--- config.mk ---
export PLATFORM = sky130hd
export DESIGN_NAME = seq_detect_scheduler
export DESIGN_NICKNAME = d
export VERILOG_FILES = /design/src/rtl/seq_detect_pkg.sv /design/src/rtl/seq_detect_core.sv /design/src/rtl/seq_detect_scheduler.sv
export SDC_FILE = /design/constraint.sdc
export NUM_CORES = 1
export LEC_CHECK = 0
export CAP_MARGIN = 20
export CORE_ASPECT_RATIO = 0.9
export CORE_MARGIN = 2
export CORE_UTILIZATION = 34
export DETAILED_ROUTE_END_ITERATION = 16
export GPL_ROUTABILITY_DRIVEN = 0
export PLACE_DENSITY_LB_ADDON = 0.3
export SYNTH_ARGS = -nofsm -noshare
export SYNTH_HDL_FRONTEND = slang
export SYNTH_HIERARCHICAL = 1
export SYNTH_SLANG_ARGS = --single-unit
--- constraint.sdc ---
create_clock -name clock -period 3 [get_ports clock]
set_clock_uncertainty 0.15 [all_clocks]
set_input_delay 0.6 -clock clock [delete_from_list [all_inputs] [get_ports clock]]
set_output_delay 0.6 -clock clock [all_outputs]
set_load 0.005 [all_outputs]
--- src/rtl/seq_detect_pkg.sv ---
// Shared types and constants for the sequence-detect scheduler.
//   state_t      : scheduler FSM states
//   DEF_PAT_W    : default pattern length
//   DEF_PATTERN  : default pattern, leftmost bit received first
//   cnt_width()  : bits needed to hold the values 0..n
package seq_detect_pkg;

  typedef enum logic [2:0] {
    IDLE,
    LOAD,
    SHIFT,
    FLUSH,
    DONE
  } state_t;

  localparam int         DEF_PAT_W   = 4;
  localparam logic [3:0] DEF_PATTERN = 4'b1011;

  function automatic int cnt_width(input int n);
    return $clog2(n + 1);
  endfunction

endpackage

--- src/rtl/seq_detect_core.sv ---
// Serial Moore pattern detector.
//   clock, reset  : clock, async active-low reset
//   clr           : synchronous clear of history and fill count
//   bit_in        : serial data bit
//   bit_valid     : bit_in is sampled on this edge
//   detector_out  : high while the last PAT_W sampled bits equal PATTERN
module seq_detect_core
  import seq_detect_pkg::*;
#(
  parameter int               PAT_W   = DEF_PAT_W,
  parameter logic [PAT_W-1:0] PATTERN = PAT_W'(DEF_PATTERN)
) (
  input  logic clock,
  input  logic reset,
  input  logic clr,
  input  logic bit_in,
  input  logic bit_valid,
  output logic detector_out
);

  localparam int FILL_W = cnt_width(PAT_W);

  logic [PAT_W-1:0]  history;
  logic [FILL_W-1:0] fill;

  // NOTE: sequential state is written only with non-blocking assignments so
  // every flop samples the pre-edge values regardless of statement order.
  always_ff @(posedge clock or negedge reset) begin
    if (!reset) begin
      history <= '0;
      fill    <= '0;
    end else if (clr) begin
      history <= '0;
      fill    <= '0;
    end else if (bit_valid) begin
      // Newest bit enters at the LSB; the cast drops the oldest bit.
      history <= PAT_W'({history, bit_in});
      if (fill != FILL_W'(PAT_W)) fill <= fill + 1'b1;
    end
  end

  // Moore output: decoded from registered state only. The fill guard keeps
  // cleared history from matching a pattern of all zeros.
  assign detector_out = (history == PATTERN) && (fill >= FILL_W'(PAT_W));

endmodule

--- src/rtl/seq_detect_scheduler.sv ---
// Round-robin scheduler sharing one serial pattern detector among requesters.
//   clock, reset  : clock, async active-low reset
//   req           : per-requester request level
//   word_in       : requester i word at [i*WORD_W +: WORD_W]
//   grant         : one-hot pulse in the LOAD cycle for the accepted requester
//   busy          : high in every state except IDLE
//   serial_bit    : bit currently presented to the detector
//   detector_out  : detector Moore output
//   done          : one-cycle result-valid pulse
//   done_id       : index of the serviced requester
//   match_cnt     : overlapping matches found in the serviced word
module seq_detect_scheduler
  import seq_detect_pkg::*;
#(
  parameter int               NUM_REQ = 4,
  parameter int               WORD_W  = 16,
  parameter int               PAT_W   = DEF_PAT_W,
  parameter logic [PAT_W-1:0] PATTERN = PAT_W'(DEF_PATTERN),
  localparam int              ID_W    = $clog2(NUM_REQ),
  localparam int              CNT_W   = cnt_width(WORD_W)
) (
  input  logic                      clock,
  input  logic                      reset,
  input  logic [NUM_REQ-1:0]        req,
  input  logic [NUM_REQ*WORD_W-1:0] word_in,
  output logic [NUM_REQ-1:0]        grant,
  output logic                      busy,
  output logic                      serial_bit,
  output logic                      detector_out,
  output logic                      done,
  output logic [ID_W-1:0]           done_id,
  output logic [CNT_W-1:0]          match_cnt
);

  state_t            state;
  logic [WORD_W-1:0] shift_reg;
  logic [ID_W-1:0]   cur_id;
  logic [ID_W-1:0]   rr_ptr;
  logic [CNT_W-1:0]  bit_cnt;
  logic [CNT_W-1:0]  cnt;
  logic [CNT_W-1:0]  cnt_next;
  logic              win_valid;
  logic [ID_W-1:0]   win_id;

  // Round-robin search from rr_ptr+1 upward with wrap. Walking the offsets
  // downward lets the nearest requester overwrite any farther one.
  // NOTE: every always_comb output gets a default first so no path can
  // leave it unassigned and infer a latch.
  always_comb begin
    win_valid = 1'b0;
    win_id    = '0;
    for (int k = NUM_REQ; k >= 1; k--) begin
      if (req[(int'(rr_ptr) + k) % NUM_REQ]) begin
        win_valid = 1'b1;
        win_id    = ID_W'((int'(rr_ptr) + k) % NUM_REQ);
      end
    end
  end

  // Count detector hits, saturating at WORD_W.
  assign cnt_next = (detector_out && (cnt != CNT_W'(WORD_W))) ? cnt + 1'b1 : cnt;

  assign busy       = (state != IDLE);
  assign serial_bit = (state == SHIFT) && shift_reg[WORD_W-1];

  seq_detect_core #(
    .PAT_W   (PAT_W),
    .PATTERN (PATTERN)
  ) u_core (
    .clock        (clock),
    .reset        (reset),
    .clr          (state == LOAD),
    .bit_in       (serial_bit),
    .bit_valid    (state == SHIFT),
    .detector_out (detector_out)
  );

  always_ff @(posedge clock or negedge reset) begin
    if (!reset) begin
      state     <= IDLE;
      shift_reg <= '0;
      cur_id    <= '0;
      rr_ptr    <= ID_W'(NUM_REQ - 1);  // req[0] has first priority
      bit_cnt   <= '0;
      cnt       <= '0;
      grant     <= '0;
      done      <= 1'b0;
      done_id   <= '0;
      match_cnt <= '0;
    end else begin
      grant <= '0;
      done  <= 1'b0;
      case (state)
        IDLE: begin
          if (win_valid) begin
            shift_reg <= word_in[win_id*WORD_W +: WORD_W];
            cur_id    <= win_id;
            rr_ptr    <= win_id;
            grant     <= NUM_REQ'(1) << win_id;  // visible during LOAD
            state     <= LOAD;
          end
        end
        LOAD: begin
          cnt     <= '0;
          bit_cnt <= '0;
          state   <= SHIFT;
        end
        SHIFT: begin
          shift_reg <= shift_reg << 1;
          cnt       <= cnt_next;
          bit_cnt   <= bit_cnt + 1'b1;
          if (bit_cnt == CNT_W'(WORD_W - 1)) state <= FLUSH;
        end
        FLUSH: begin
          // The last bit's match is visible only now; fold it into the result.
          cnt       <= cnt_next;
          match_cnt <= cnt_next;
          done_id   <= cur_id;
          done      <= 1'b1;
          state     <= DONE;
        end
        DONE:    state <= IDLE;
        default: state <= IDLE;
      endcase
    end
  end

endmodule

==> summary.md <==
| Metric | Value |
|---|---|
| Initial drt markers | `159` |
| Cell variety after synth | `55` |
| Detailed-route vias per instance | `5.18` |
| Layout cell share with drive strength beyond 1 | `0.121` |
| Flop and latch count out of synthesis | `52` |
| Num rows | `31` |
| Synthesized area divided by synthesized cell count | `11.2 sq um` |
| Num CTS Buffers | `5` |
| Pin count of the biggest net entering global routing | `41` |
| Buffers added on ports | `84` |
| Share of synthesized registers carrying an async set or reset | `1.00` |
| Maximum fanout count along the critical path | `5` |
| Final number of hold-violating endpoints | `0` |
| Post-synthesis share of cell area spent on and, or, nand and nor gates | `0.125` |
| Required time of the worst setup path | `2.25 ns` |
| DIE WIDTH | `101 microns` |
| Maximum achievable frequency | `394 MHz` |
| Total number of vias | `2307` |
| Detail Route Antenna Nets | `0` |
| Total of max-cap violations | `0` |
| P_leak | `0.00175 uW` |
| Total negative slack | `0 ns` |
| Synth warn | `6` |
| Number of buffers on the longest clock path | `2` |
| Area of the core | `0.00815 sq mm` |
| Kind of end point of the critical path | `primary output` |
| Setup repair after global routing missed its margin | `false` |
| Post-synthesis share of cell area spent on full adders, half adders and majority gates | `0.0260` |
| Post-synthesis compound-gate area fraction | `0.179` |
| Worst setup slack after placement | `0.368 ns` |
| Sum of overflow across all layers after global routing | `0` |
| CTS sink count | `52` |
| Router iterations before antenna repair | `4` |
| Half-perimeter wire length after detailed placement | `4.73 mm` |
| Mapped Nets | `333` |
| Total global-route track usage | `0.140` |
| Parity-gate share of the synthesized area counting xor and xnor cells | `0.0122` |
| Diode insertion count for antenna repair | `0` |
| Final nets | `421` |
| Netlist area before placement | `0.00288 sq mm` |
| Largest family of logic cells by synthesized area | `compound AO/OA/AOI/OAI gates` |
| FILL cells | `767` |
| Most common cell after layout, fill and taps aside | `sky130_fd_sc_hd__clkdlybuf4s50_1` |
| Number of placed instances, taps included | `437` |
| H-tree lvl count | `2` |
| Final std cells w/o fill | `445` |
| Category of the critical setup timing path | `reg2out` |
| Post-place instance area | `0.00382 sq mm` |
| Die ar. | `0.00923 sq mm` |
| Final period util | `0.847` |
| Buffer cell driving the clock tree root | `sky130_fd_sc_hd__clkbuf_8` |
| Hold crit path type | `in2async` |
| Chip height | `91.4 microns` |
| Max Slew Vio Count | `0` |
| Clock insertion delay at the later pin of the skew report | `0.31 ns` |
| Total DRC errors in the routed layout | `0` |
| Pwr dens | `820 mW/mm^2` |
| Number of placed I/O pins | `85` |
| Post-CTS setup buffer count | `0` |
| Post-route cell area | `0.00398 sq mm` |
| Max IR drop VDD | `0.384 mV` |
| Number of antenna violations at the first check in global routing | `0` |
| Gate count of the mapped netlist | `257` |
| Total wirelength of the detailed-routed design | `6.52 mm` |
| Setup violations, final | `0` |
| Sequential area share after synthesis | `0.452` |
| Worst slew slack as a fraction of its limit | `0.398` |
| Worst setup slack after layout | `0.459 ns` |
| CTS tree | `built` |
| Area growth from synthesis to final layout | `37.9%` |
| Arrival @ worst endpoint | `1.79 ns` |
| Result of the run | `completed` |
| Commonest cells after routing, fill and taps aside | `sky130_fd_sc_hd__clkdlybuf4s50_1 (83), sky130_fd_sc_hd__dfrtp_1 (50), sky130_fd_sc_hd__mux2i_1 (37)` |
| Post-layout min period | `2.54 ns` |
| Multiplexer share of the synthesized area | `0.149` |
| Routed wirelength normalized by instance count | `14.6 microns` |
| Worst-margin pin slew | `0.903 ns` |
| Vias in the first global route | `2247` |
| First-pass GRT wire length | `10.4 mm` |
| Post-CTS sizing | `0` |
| Starting Density | `0.354` |
| Crit start category | `flop` |
| Number of enable flip-flop cells after synthesis | `0` |
| Dominant register cell in the synthesized netlist | `sky130_fd_sc_hd__dfrtp_1` |
| Number of buffers added to fix hold violations after cts | `0` |
| Overall power after layout | `3260 uW` |
| Max reg flops | `16` |
| Clock transition at the registers of the reported paths | `0.10 ns` |
## kinds of logic after synthesis
| logic type | count (synthesis) |
|---|---|
| simple gates | 67 |
| flops | 52 |
| fa+ha+maj | 6 |
| compound gates | 62 |
| xor+xnor | 4 |
| buf+inv | 24 |
| mux | 42 |
## metal layers
metal | vias to the layer above | global-route usage | share of wire
met5 | - | 0 | 0
met4 | 0 | 0.0462 | 0.011
met3 | 4 | 0.0269 | 0.035
met2 | 49 | 0.227 | 0.49
met1 | 1132 | 0.186 | 0.46
li1 | 1122 | - | -
## where the power goes
group	internal, uW	leakage [uW]	switching, uW
registers	950	0.000677	179
clock network	417	0.0000784	236
logic	747	0.000993	730
## per-stage QoR
stage	util	hold WS [ns]
floorplan	-	0.154
global placement	0.469	0.303
detailed placement	0.469	0.294
CTS	0.488	0.300
global route	0.488	0.335
finish	0.488	0.257
## Yosys cell counts (3+ instances only)
library cell                n  area, sq um
sky130_fd_sc_hd__a21oi_1    3         15.0
sky130_fd_sc_hd__a22o_1     4         35.0
sky130_fd_sc_hd__a22oi_1   15          113
sky130_fd_sc_hd__buf_2      5         25.0
sky130_fd_sc_hd__dfrtp_1   50         1250
sky130_fd_sc_hd__ha_1       6         75.1
sky130_fd_sc_hd__inv_1     10         37.5
sky130_fd_sc_hd__mux2_2     4         45.0
sky130_fd_sc_hd__mux2i_1   37          370
sky130_fd_sc_hd__nand2_1   23         86.3
sky130_fd_sc_hd__nand2b_1   5         31.3
sky130_fd_sc_hd__nand3_1    3         15.0
sky130_fd_sc_hd__nor2_1    12         45.0
sky130_fd_sc_hd__nor2b_1    4         25.0
sky130_fd_sc_hd__o21ai_0   10         50.1
sky130_fd_sc_hd__o221ai_1  10         87.6
sky130_fd_sc_hd__o221ai_2   5         75.1
sky130_fd_sc_hd__o22ai_1    3         18.8
sky130_fd_sc_hd__xor2_1     3         26.3
## worst max-delay path: stages (launching register included)
cell                              delay [ns]
sky130_fd_sc_hd__dfrtp_1                0.46
sky130_fd_sc_hd__nand2_1                0.08
sky130_fd_sc_hd__nor4bb_1               0.26
sky130_fd_sc_hd__buf_4                  0.18
sky130_fd_sc_hd__clkdlybuf4s50_1        0.50
## path summary, 6_finish.rpt
check | from | endpoint | slack [ns] | cells past startpoint
min reg2reg | cur_id[1]$_DFFE_PN0P_ | done_id[1]$_DFFE_PN0P_ | 0.32 | 2
min | reset | u_core/fill[2]$_DFFE_PN0P_ | 0.26 | 1
min in group clock | cur_id[1]$_DFFE_PN0P_ | done_id[1]$_DFFE_PN0P_ | 0.32 | 2
max in group asynchronous | reset | cnt[1]$_DFFE_PN0P_ | 1.79 | 2
max | u_core/fill[2]$_DFFE_PN0P_ | detector_out | 0.46 | 4
max reg2reg | state[1]$_DFFE_PN0P_ | shift_reg[7]$_DFFE_PN0P_ | 0.92 | 4
## layout make-up
cell class	count	area [sq um]	share of cell area
clock buffers	5	68.8	0.0173
flip-flops and latches	52	1300	0.328
inverters	11	41.3	0.0104
clock inverters	3	90.1	0.0227
well taps	99	124	0.0312
multi-input cells	181	1420	0.358
repair buffers	94	923	0.232
(Power assumes the default switching activity.)
